File: config.mk
export PLATFORM = sky130hd
export DESIGN_NAME = vxe_pipe_2
export DESIGN_NICKNAME = d
export VERILOG_FILES = /design/src/rtl/vxe_pipe_2_stage.sv /design/src/rtl/vxe_pipe_2.sv
export SDC_FILE = /design/constraint.sdc
export NUM_CORES = 1
export LEC_CHECK = 0
export BUFFER_PORTS_ARGS = -buffer_cell sky130_fd_sc_hd__buf_2
export CORE_AREA = 2 2 115 117
export DETAILED_ROUTE_END_ITERATION = 8
export DIE_AREA = 0 0 117 119
export HOLD_SLACK_MARGIN = 0.12
export PLACE_DENSITY = 0.74
export SLEW_MARGIN = 10
export SYNTH_ARGS = -nofsm -noshare
export SYNTH_HDL_FRONTEND = slang
export SYNTH_HIERARCHICAL = 1
export SYNTH_SLANG_ARGS = --single-unit
File: constraint.sdc
create_clock -name clk -period 2.6 [get_ports clk]
set_input_delay 0.78 -clock clk [delete_from_list [all_inputs] [get_ports clk]]
set_output_delay 0.78 -clock clk [all_outputs]
set_load 0.05 [all_outputs]
File: src/rtl/vxe_pipe_2_stage.sv
// Purpose: one valid/data register of the delay pipeline; data loads only on a valid beat.
// Latency: 1 cycle.
// Backpressure: none; the valid bit shifts on every clock.
//
// Ports:
//   clk, nrst            clock and asynchronous active-low reset
//   prev_vld, prev_data  beat offered by the previous stage (or the pipeline input)
//   vld, data            registered beat held by this stage
module vxe_pipe_2_stage #(
    parameter int DATA_WIDTH = 32
) (
    input  logic                  clk,
    input  logic                  nrst,
    input  logic                  prev_vld,
    input  logic [DATA_WIDTH-1:0] prev_data,
    output logic                  vld,
    output logic [DATA_WIDTH-1:0] data
);

    always_ff @(posedge clk or negedge nrst) begin
        if (!nrst) begin
            vld  <= 1'b0;
            data <= '0;
        end else begin
            vld <= prev_vld;
            // Bubbles leave the data register untouched to avoid needless toggling.
            if (prev_vld) begin
                data <= prev_data;
            end
        end
    end

endmodule

File: src/rtl/vxe_pipe_2.sv
// Purpose: fixed-latency delay line for a valid-qualified word, with an in-flight indicator.
// Latency: NSTAGES cycles from input to output, one beat per cycle.
// Backpressure: none; beats always advance, gaps are preserved exactly.
//
// Ports:
//   clk, nrst        clock and asynchronous active-low reset
//   i_vld, i_data    input beat; i_data is ignored when i_vld is low
//   o_vld, o_data    output beat from the last stage; o_data holds the last delivered word
//   o_busy           high while any stage holds a valid beat (excludes the current input)
module vxe_pipe_2 #(
    parameter int DATA_WIDTH = 32,
    parameter int NSTAGES    = 5
) (
    input  logic                  clk,
    input  logic                  nrst,
    output logic                  o_busy,
    input  logic [DATA_WIDTH-1:0] i_data,
    input  logic                  i_vld,
    output logic [DATA_WIDTH-1:0] o_data,
    output logic                  o_vld
);

    if (NSTAGES < 1) begin : g_bad_nstages
        $error("vxe_pipe_2: NSTAGES must be >= 1");
    end
    if (DATA_WIDTH < 1) begin : g_bad_width
        $error("vxe_pipe_2: DATA_WIDTH must be >= 1");
    end

    logic [NSTAGES-1:0]    v;
    logic [DATA_WIDTH-1:0] d [NSTAGES];

    for (genvar k = 0; k < NSTAGES; k++) begin : g_stage
        if (k == 0) begin : g_first
            vxe_pipe_2_stage #(
                .DATA_WIDTH(DATA_WIDTH)
            ) u_stage (
                .clk      (clk),
                .nrst     (nrst),
                .prev_vld (i_vld),
                .prev_data(i_data),
                .vld      (v[k]),
                .data     (d[k])
            );
        end else begin : g_next
            vxe_pipe_2_stage #(
                .DATA_WIDTH(DATA_WIDTH)
            ) u_stage (
                .clk      (clk),
                .nrst     (nrst),
                .prev_vld (v[k-1]),
                .prev_data(d[k-1]),
                .vld      (v[k]),
                .data     (d[k])
            );
        end
    end

    assign o_vld  = v[NSTAGES-1];
    assign o_data = d[NSTAGES-1];
    assign o_busy = |v;

endmodule

==> impl_metrics.tcl, run 1 <==
set metrics [dict create \
    drt-wirelength-per-cell_um 16.9 \
    ys_ff_latch 165 \
    synth_seq_area_share_pct 60.2 \
    leakage_nw 3.83 \
    start_util_pct 53.3 \
    io_pins 69 \
    ys_types 8 \
    antennaDiodeCount 0 \
    drt_iter0_markers 180 \
    viasPerCell 4.84 \
    die_width_um 117 \
    syn_inst 348 \
    syn_to_final_growth_pct 13.6 \
    drc 0 \
    grt_pass1_wl_um 17500 \
    h-tree-depth 4 \
    yosysTopAreaCell "dfrtp_1" \
    nFillCells 944 \
    fmax_mhz 493 \
    ir_drop_mv 0.427 \
    hold_viol 0 \
    antenna_found_initial 0 \
    syn_nets 383 \
    setup_slack_ps 571 \
    synthXorXnorAreaFrac_pct 0 \
    ff2ff_setup_slack_ps 1200 \
    cts.path.max_buffers 2 \
    num_vias 2959 \
    cts-resized-gates 0 \
    drtPass1Iterations 4 \
    place_ws_ps 696 \
    relSlewSlack_pct 58.4 \
    netlist_area_um2 6860 \
    r2r_start "g_stage[2].g_next.u_stage/vld" \
    crit_end "o_busy" \
    postPlaceCellArea_um2 7170 \
    wl_um 10300 \
    synth_area_leaders "dfrtp_1, mux2_4, buf_12" \
    crit_start "g_stage[0].g_first.u_stage/vld" \
    period_share_pct 78.0 \
    synthTopCellsByCount "dfrtp_1, mux2_4, buf_12, mux2_2, buf_6" \
    synth-edff-count 0 \
    die_h_um 119 \
    crit_required_ps 1820 \
    clk_pin_slew_ps 60 \
    yosysTopAreaCellShare_pct 60.2 \
    crit_arrival_ps 1250 \
    design_area_um2 7800 \
    ys.flop_type "dfrtp_1" \
    coreArea_um2 12900 \
    synth-async-reset-ratio_pct 100 \
    numPortBuffers 68 \
    yosys.area_share.simple_pct 0.182 \
    regArea_um2 4130 \
    crit_fanout 2 \
    grt_remaining_overflow 0 \
    finalSetupViolCount 0 \
    layout_min_cycle_time_ps 2030 \
    postCtsSetupBuffers 0 \
    synth-compound-area-share_pct 0 \
    root_buffer "clkbuf_16" \
    yosys_warnings 6 \
    min-delay-path-class "primary input to asynchronous set/reset pin" \
    tns_ps 0 \
    dp_cells 579 \
    p_per_area_nw_per_um2 970 \
    synth_top_family_by_area "multiplexers" \
    cts_num_sinks 165 \
    crit_path_end_kind "output pin" \
    layout-drive-gt1-share_pct 62.3 \
    worstSetupStartpointType "register" \
    clock_latency_ps 400 \
    slew_violations 0 \
    multi_input_area_um2 2380 \
    status "complete, no violations" \
    yosysMostFrequentCell "dfrtp_1" \
    grt_start_max_net_pins 62 \
    grt_pass1_vias 3220 \
    cts_buffers 17 \
    synthAdderAreaFrac_pct 0 \
    r2r_end "g_stage[3].g_next.u_stage/data[31]" \
    grtUsageTotal_pct 16.6 \
    ff2ff_path_depth 2 \
    detail-route-antenna-nets 0 \
    skew_ps 9.43 \
    dp_hpwl_um 6730 \
    max_cap_viol_count 0 \
    grt_setup_unrepaired "false" \
    synth.area.mux_share_pct 34.5 \
    ctsHoldBuffers 0 \
    rows 42 \
    tightest_slew_ps 624 \
    power_mw 7.57 \
    criticalPathCategory "register to output pin" \
    die-area_um2 13900 \
    avgSynthCellArea_um2 19.7 \
    fin_cells 611 \
    finalNetCount 457 \
    cts_tree "done" \
    gp_congestion 0.707 \
]
-- per-stage QoR --
stage	hold slack (ps)	util (%)
2_1_floorplan	395	-
3_3_place_gp	484	55.7
3_5_place_dp	489	55.7
4_1_cts	332	60.6
5_1_grt	358	60.6
6_report	320	60.6
-- critical path, stage by stage, from the launching register on --
cell	delay (ps)
dfrtp_2	400
nor3_1	180
nand2_1	60
buf_2	210
-- worst min-delay path by stage --
| stage | slack, ps | cells past startpoint | end | from |
|---|---|---|---|---|
| 6_report | 320 | 1 | g_stage[4].g_next.u_stage/data[8] | nrst |
| 5_1_grt | 360 | 1 | g_stage[4].g_next.u_stage/data[8] | nrst |
| 4_1_cts | 330 | 1 | g_stage[4].g_next.u_stage/data[8] | nrst |
| 3_5_place_dp | 490 | 1 | g_stage[4].g_next.u_stage/data[6] | g_stage[4].g_next.u_stage/data[6] |
| 3_3_place_gp | 480 | 1 | g_stage[0].g_first.u_stage/data[29] | g_stage[0].g_first.u_stage/data[29] |
| 2_1_floorplan | 400 | 0 | g_stage[3].g_next.u_stage/vld | g_stage[2].g_next.u_stage/vld |
-- routing by layer --
layer | vias to the layer above | global-route usage (%) | part of all wire, % | wire (um)
li1 | 1372 | - | - | -
met1 | 1522 | 24.4 | 48 | 5010
met2 | 59 | 24.3 | 47 | 4850
met3 | 6 | 4.48 | 3.3 | 346
met4 | 0 | 5.29 | 1.3 | 133
met5 | - | 0 | 0 | 0
-- final cells by class --
class	instances	area share [%]
timing repair buffer	75	5.60
tap	176	2.82
clock inverter	11	1.91
sequential	165	53.0
clock buffer	21	6.16
multi-input combinational	163	30.5
-- state kept, by name, indices dropped and copies added, names as in the netlist --
signal / cells
g_stage.g_next.u_stage/data: 128
g_stage.g_first.u_stage/data: 32
g_stage.g_next.u_stage/vld: 4
g_stage.g_first.u_stage/vld: 1
-- report_power, final --
part           switching [mW]  internal, mW  total, mW  leakage (nW)
registers               0.305          3.07       3.37          1.94
logic                   0.837         0.789       1.63          1.59
clock network           0.954          1.62       2.57         0.301
-- cells in the final DEF, fill, tap and decap left out --
cell type and n:
buf_12 3, buf_2 67, buf_4 4, buf_6 1, bufinv_16 3, clkbuf_16 17
clkbuf_8 4, clkinv_2 2, clkinv_4 3, clkinvlp_4 3, dfrtp_1 161, dfrtp_2 4
mux2_2 10, mux2_4 150, nand2_1 1, nor2_1 1, nor3_1 1
-- cell families (layout without fill, tap and decap cells) --
kind of cell,Yosys count,after routing
flops,165,165
mux,160,160
buf+inv,20,107
simple gates,3,3
No activity file was read; power rests on OpenSTA's default activity.
==> run 2, diff against run 1 <==
Settings changed: CORE_AREA 2 2 115 117 to 2 2 117 119, DIE_AREA 0 0 117 119 to 0 0 119 121, PLACE_DENSITY 0.74 to 0.75.
Clock period 2.6 ns to 1.8 ns, I/O delays scaled along.
==> run 2 against run 1 <==
The run now ends with setup timing left. Cell count is 1.1% higher. Sequential power is 44% higher. Utilization is 0.55 points lower. Final area is 0.71% higher. Largest cell class unchanged. Die area is 3.4% higher. Clock power is 38% higher. Non-clock buffer count is 7 higher. Register-to-register slack worse by 810 ps. Combinational power is 46% higher. Sequential cell count stayed put.
==> impl_metrics.tcl, run 2 (same netlist as run 1, synthesis figures left out) <==
set metrics [dict create \
    status "finished with violations" \
    failed_checks "setup timing" \
    power_mw 10.8 \
    viasPerCell 4.87 \
    die_width_um 119 \
    largest_reg_flops 128 \
    skew_ps 7.40 \
    max_cap_viol_count 0 \
    cp_slowest_cell "dfrtp_2" \
    gp_congestion 0.718 \
    coreArea_um2 13100 \
    clock_latency_ps 420 \
    dp_hpwl_um 7060 \
    ir_drop_mv 0.658 \
    multi_input_area_um2 2380 \
    syn_to_final_growth_pct 14.4 \
    drtPass1Iterations 4 \
    grt_remaining_overflow 0 \
    criticalPathCategory "register to output pin" \
    dp_cells 585 \
    hold_viol 0 \
    crit_required_ps 1260 \
    antennaDiodeCount 0 \
    regMostFlops "g_stage.g_next.u_stage/data" \
    crit_arrival_ps 1290 \
    root_buffer "clkbuf_16" \
    finalNetCount 464 \
    antenna_found_initial 0 \
    grt_pass1_vias 3358 \
    period_share_pct 101 \
    final_cell_mix "dfrtp_1, mux2_4, buf_2" \
    drt_iter0_markers 173 \
    tns_ps -26.1 \
    relSlewSlack_pct 58.3 \
    fin_cells 618 \
    fmax_mhz 548 \
    layout-drive-gt1-share_pct 62.7 \
    postPlaceCellArea_um2 7240 \
    mostFrequentLayoutCell "dfrtp_1" \
    finalSetupViolCount 1 \
    setup_slack_ps -26.1 \
    grt_setup_unrepaired "true" \
    grt_pass1_wl_um 18200 \
    reg_top3 "g_stage.g_next.u_stage/data: 128 flops, g_stage.g_first.u_stage/data: 32 flops, g_stage.g_next.u_stage/vld: 4 flops" \
    grtUsageTotal_pct 16.6 \
    whs_ps 345 \
    regArea_um2 4130 \
    worstSetupStartpointType "register" \
    slowest_delay_ps 410 \
    cts_num_sinks 165 \
    p_per_area_nw_per_um2 1370 \
    clk_pin_slew_ps 70 \
    die-area_um2 14400 \
    drt-wirelength-per-cell_um 17.4 \
    tightest_slew_ps 626 \
    cts_tree "done" \
    crit_fanout 2 \
    cts_buffers 17 \
    min-delay-path-class "primary input to register" \
    io_pins 69 \
    path_cells "nor3_2, nand2_1, buf_6" \
    slew_violations 0 \
    num_vias 3008 \
    rows 42 \
    start_util_pct 52.4 \
    place_ws_ps 204 \
    crit_path_end_kind "output pin" \
    leakage_nw 3.85 \
    post-route-util_pct 60.0 \
    die_h_um 121 \
    layout_min_cycle_time_ps 1830 \
    nFillCells 962 \
    h-tree-depth 4 \
    design_area_um2 7850 \
    detail-route-antenna-nets 0 \
    drc 0 \
    grt_start_max_net_pins 42 \
    numPortBuffers 68 \
    cts.path.max_buffers 2 \
    wl_um 10800 \
]
run 2: metal layers:
metal,track usage (%),part of all wire [%],vias to the layer above
met3,3.76,2.9,15
met2,26.1,48,56
met4,7.81,1.9,0
met5,0,0,-
li1,-,-,1382
met1,22.2,48,1555
run 2: final timing paths:
check                                                 endpoint  slack, ps                          startpoint  depth (start not counted)
max in group asynchronous   g_stage[0].g_first.u_stage/data[1]        640                                nrst                          3
min in group asynchronous    g_stage[3].g_next.u_stage/data[9]        600                                nrst                          2
max reg2reg                 g_stage[4].g_next.u_stage/data[31]        390       g_stage[3].g_next.u_stage/vld                          2
min                        g_stage[0].g_first.u_stage/data[23]        350                          i_data[23]                          2
max                                                     o_busy        -30      g_stage[0].g_first.u_stage/vld                          3
min reg2reg                 g_stage[4].g_next.u_stage/data[31]        500  g_stage[4].g_next.u_stage/data[31]                          1
run 2: power breakdown:
part | internal (mW) | leakage, nW | switching (mW)
Clock | 2.09 | 0.272 | 1.46
Sequential | 4.43 | 1.94 | 0.435
Combinational | 1.16 | 1.64 | 1.22
run 2: what timing repair did:
| item | in CTS | in global routing |
|---|---|---|
| buffers inserted | 0 | 0 |
| pin swaps | 1 | 0 |
| setup endpoints to repair | 1 | 1 |
| gates cloned | 0 | 0 |
| gates resized for setup | 3 | 0 |
| hold buffers | 1 | 0 |
| endpoints found under the hold margin | 35 | 0 |
run 2: final cells by class:
cell class	count	share of cell area, %
flip-flops and latches	165	52.6
well taps	176	2.80
clock inverters	13	1.91
repair buffers	82	6.66
multi-input cells	163	30.3
clock buffers	19	5.64
run 2: critical path, delay by kind of cell, from the launching register on:
family / cells / cell delay, ps
flops: 1 / 410
simple gates: 2 / 280
buf+inv: 1 / 170
==> run 3, diff against run 2 <==
Settings changed: CORE_AREA 2 2 117 119 to 2 2 119 121, DIE_AREA 0 0 119 121 to 0 0 121 123, SYNTH_HIERARCHICAL 1 to default.
==> run 3 against run 2 <==
Final area shrank 1.0%. Register-to-register slack worse by 90 ps. Area after synthesis up 3.3%. First-iteration DRC count shrank 5.2%. Non-clock buffer count decreased by 1. Largest cell class unchanged. Die area is 3.4% higher. Via count is 0.53% higher. The run now ends clean. Sequential cell count is the same. Global-route usage fell by 0.68 points.
==> impl_metrics.tcl, run 3 <==
set metrics [dict create \
    syn_inst 380 \
    grt_setup_unrepaired "true" \
    tightest_slew_ps 634 \
    cts_tree "done" \
    h-tree-depth 4 \
    netlist_area_um2 7090 \
    cp_slowest_cell "dfrtp_2" \
    p_per_area_nw_per_um2 1360 \
    cts_num_sinks 165 \
    grt_start_max_net_pins 48 \
    yosysMostFrequentCell "dfrtp_1" \
    viasPerCell 4.88 \
    antennaDiodeCount 0 \
    yosysTopAreaCell "dfrtp_1" \
    grt_remaining_overflow 0 \
    finalNetCount 463 \
    crit_fanout 2 \
    layout-drive-gt1-share_pct 61.6 \
    syn_nets 415 \
    max_cap_viol_count 0 \
    root_buffer "clkbuf_16" \
    start_util_pct 52.1 \
    finalSetupViolCount 0 \
    cts_buffers 17 \
    hold_path_depth 2 \
    drt-wirelength-per-cell_um 17.0 \
    crit_arrival_ps 1220 \
    nFillCells 1032 \
    mostFrequentLayoutCell "dfrtp_1" \
    die-area_um2 14900 \
    num_vias 3024 \
    io_pins 69 \
    ff2ff_setup_slack_ps 300 \
    synthTopCellsByCount "dfrtp_1, mux2_4, buf_4, buf_12, mux2_2" \
    grtUsageTotal_pct 16.0 \
    ff2ff_path_depth 3 \
    drtPass1Iterations 4 \
    multi_input_area_um2 2370 \
    detail-route-antenna-nets 0 \
    regArea_um2 4130 \
    worstSetupStartpointType "register" \
    clk_pin_slew_ps 60 \
    hold_viol 0 \
    antenna_found_initial 0 \
    yosysTopAreaCellShare_pct 58.3 \
    slowest_delay_ps 400 \
    drc 0 \
    power_mw 10.6 \
    cts.path.max_buffers 2 \
    hp-start "i_data[19]" \
    coreArea_um2 13600 \
    synth_area_leaders "dfrtp_1, mux2_4, buf_12" \
    avgSynthCellArea_um2 18.7 \
    crit_required_ps 1260 \
    path_cells "nor3_2, nand2_1, buf_6" \
    ys.flop_type "dfrtp_1" \
    ys_ff_latch 165 \
    grt_pass1_vias 3224 \
    die_h_um 123 \
    ir_drop_mv 0.765 \
    layout_min_cycle_time_ps 1760 \
    hold_path_end "g_stage[0].g_first.u_stage.data[19]" \
    slew_violations 0 \
    clock_latency_ps 420 \
    fmax_mhz 567 \
    dp_cells 587 \
    skew_ps 13.7 \
    yosys_warnings 0 \
    final_cell_mix "dfrtp_1, mux2_4, buf_2" \
    largest_reg_flops 128 \
    r2r_end "g_stage[3].g_next.u_stage.data[1]" \
    rows 43 \
    gp_congestion 0.692 \
    criticalPathCategory "register to output pin" \
    regMostFlops "g_stage.g_next.u_stage.data" \
    wl_um 10600 \
    relSlewSlack_pct 57.8 \
    design_area_um2 7770 \
    die_width_um 121 \
    reg_top3 "g_stage.g_next.u_stage.data: 128 flops, g_stage.g_first.u_stage.data: 32 flops, g_stage.g_next.u_stage.vld: 4 flops" \
    synth-async-reset-ratio_pct 100 \
    syn_to_final_growth_pct 9.67 \
    r2r_start "g_stage[2].g_next.u_stage.vld" \
    synth-edff-count 0 \
    leakage_nw 3.81 \
    drt_iter0_markers 164 \
    ys_types 9 \
    postPlaceCellArea_um2 7200 \
    grt_pass1_wl_um 18000 \
    fin_cells 620 \
    crit_path_end_kind "output pin" \
    tns_ps 0 \
    status "complete, no violations" \
    synth_seq_area_share_pct 58.3 \
    numPortBuffers 68 \
    min-delay-path-class "primary input to register" \
    dp_hpwl_um 6890 \
    period_share_pct 98.0 \
]
==> run 3: cell types whose count changed after synthesis, sizes merged <==
cell,change
buf,+32
==> run 3: critical path: cells and delay by family (launching register included) <==
family / cells / cell delay [ps]
AND/OR/NAND/NOR: 2 / 260
buffers and inverters: 1 / 160
flip-flops: 1 / 400
==> run 3: cell families after synthesis <==
family	count (synthesis)	synth area share [%]
buffers and inverters	52	8.42
DFF	165	58.3
muxes	160	33.2
and+or+nand+nor	3	0.176
==> run 3: per-layer routing <==
metal	global-route usage (%)	part of all wire, %
met5	0	0
met1	22.9	50
met4	6.10	1.0
met3	4.52	3.7
met2	23.1	45
==> run 3: power breakdown <==
part           switching (mW)  total [mW]  internal [mW]
combinational            1.22        2.36           1.14
sequential              0.439        4.87           4.43
clock                    1.36        3.33           1.97
total                    3.02        10.6           7.54
==> run 3: final cells by class <==
type	instances	share of cell area, %
flip-flops and latches	165	53.2
well taps	180	2.90
clock buffers	24	6.07
clock inverters	7	0.934
multi-input cells	163	30.5
repair buffers	81	6.47
==> run 3: worst max-delay path by stage <==
| stage | slack [ps] | startpoint | endpoint |
|---|---|---|---|
| after detailed placement | 380 | g_stage[2].g_next.u_stage.vld | g_stage[3].g_next.u_stage.data[31] |
| after CTS | 2 | g_stage[0].g_first.u_stage.vld | o_busy |
| after global routing | -20 | g_stage[2].g_next.u_stage.vld | o_busy |
| after floorplan | 140 | g_stage[0].g_first.u_stage.vld | o_busy |
| final | 40 | g_stage[2].g_next.u_stage.vld | o_busy |
| after global placement | 390 | g_stage[0].g_first.u_stage.vld | o_busy |
==> run 3: stage by stage <==
stage,worst slack (ps),hold WS (ps),util (%)
3_3_place_gp,393,486,52.9
6_report,35.9,349,57.1
3_5_place_dp,378,491,52.9
5_1_grt,-23.7,335,57.1
2_1_floorplan,135,244,-
4_1_cts,1.77,341,57.1
==> run 3: repair_timing <==
action,CTS,global route
hold endpoints to repair,41,0
hold buffers,1,0
resized for setup,3,0
setup endpoints to repair,1,1
buffers inserted,0,1
pin swaps,0,2
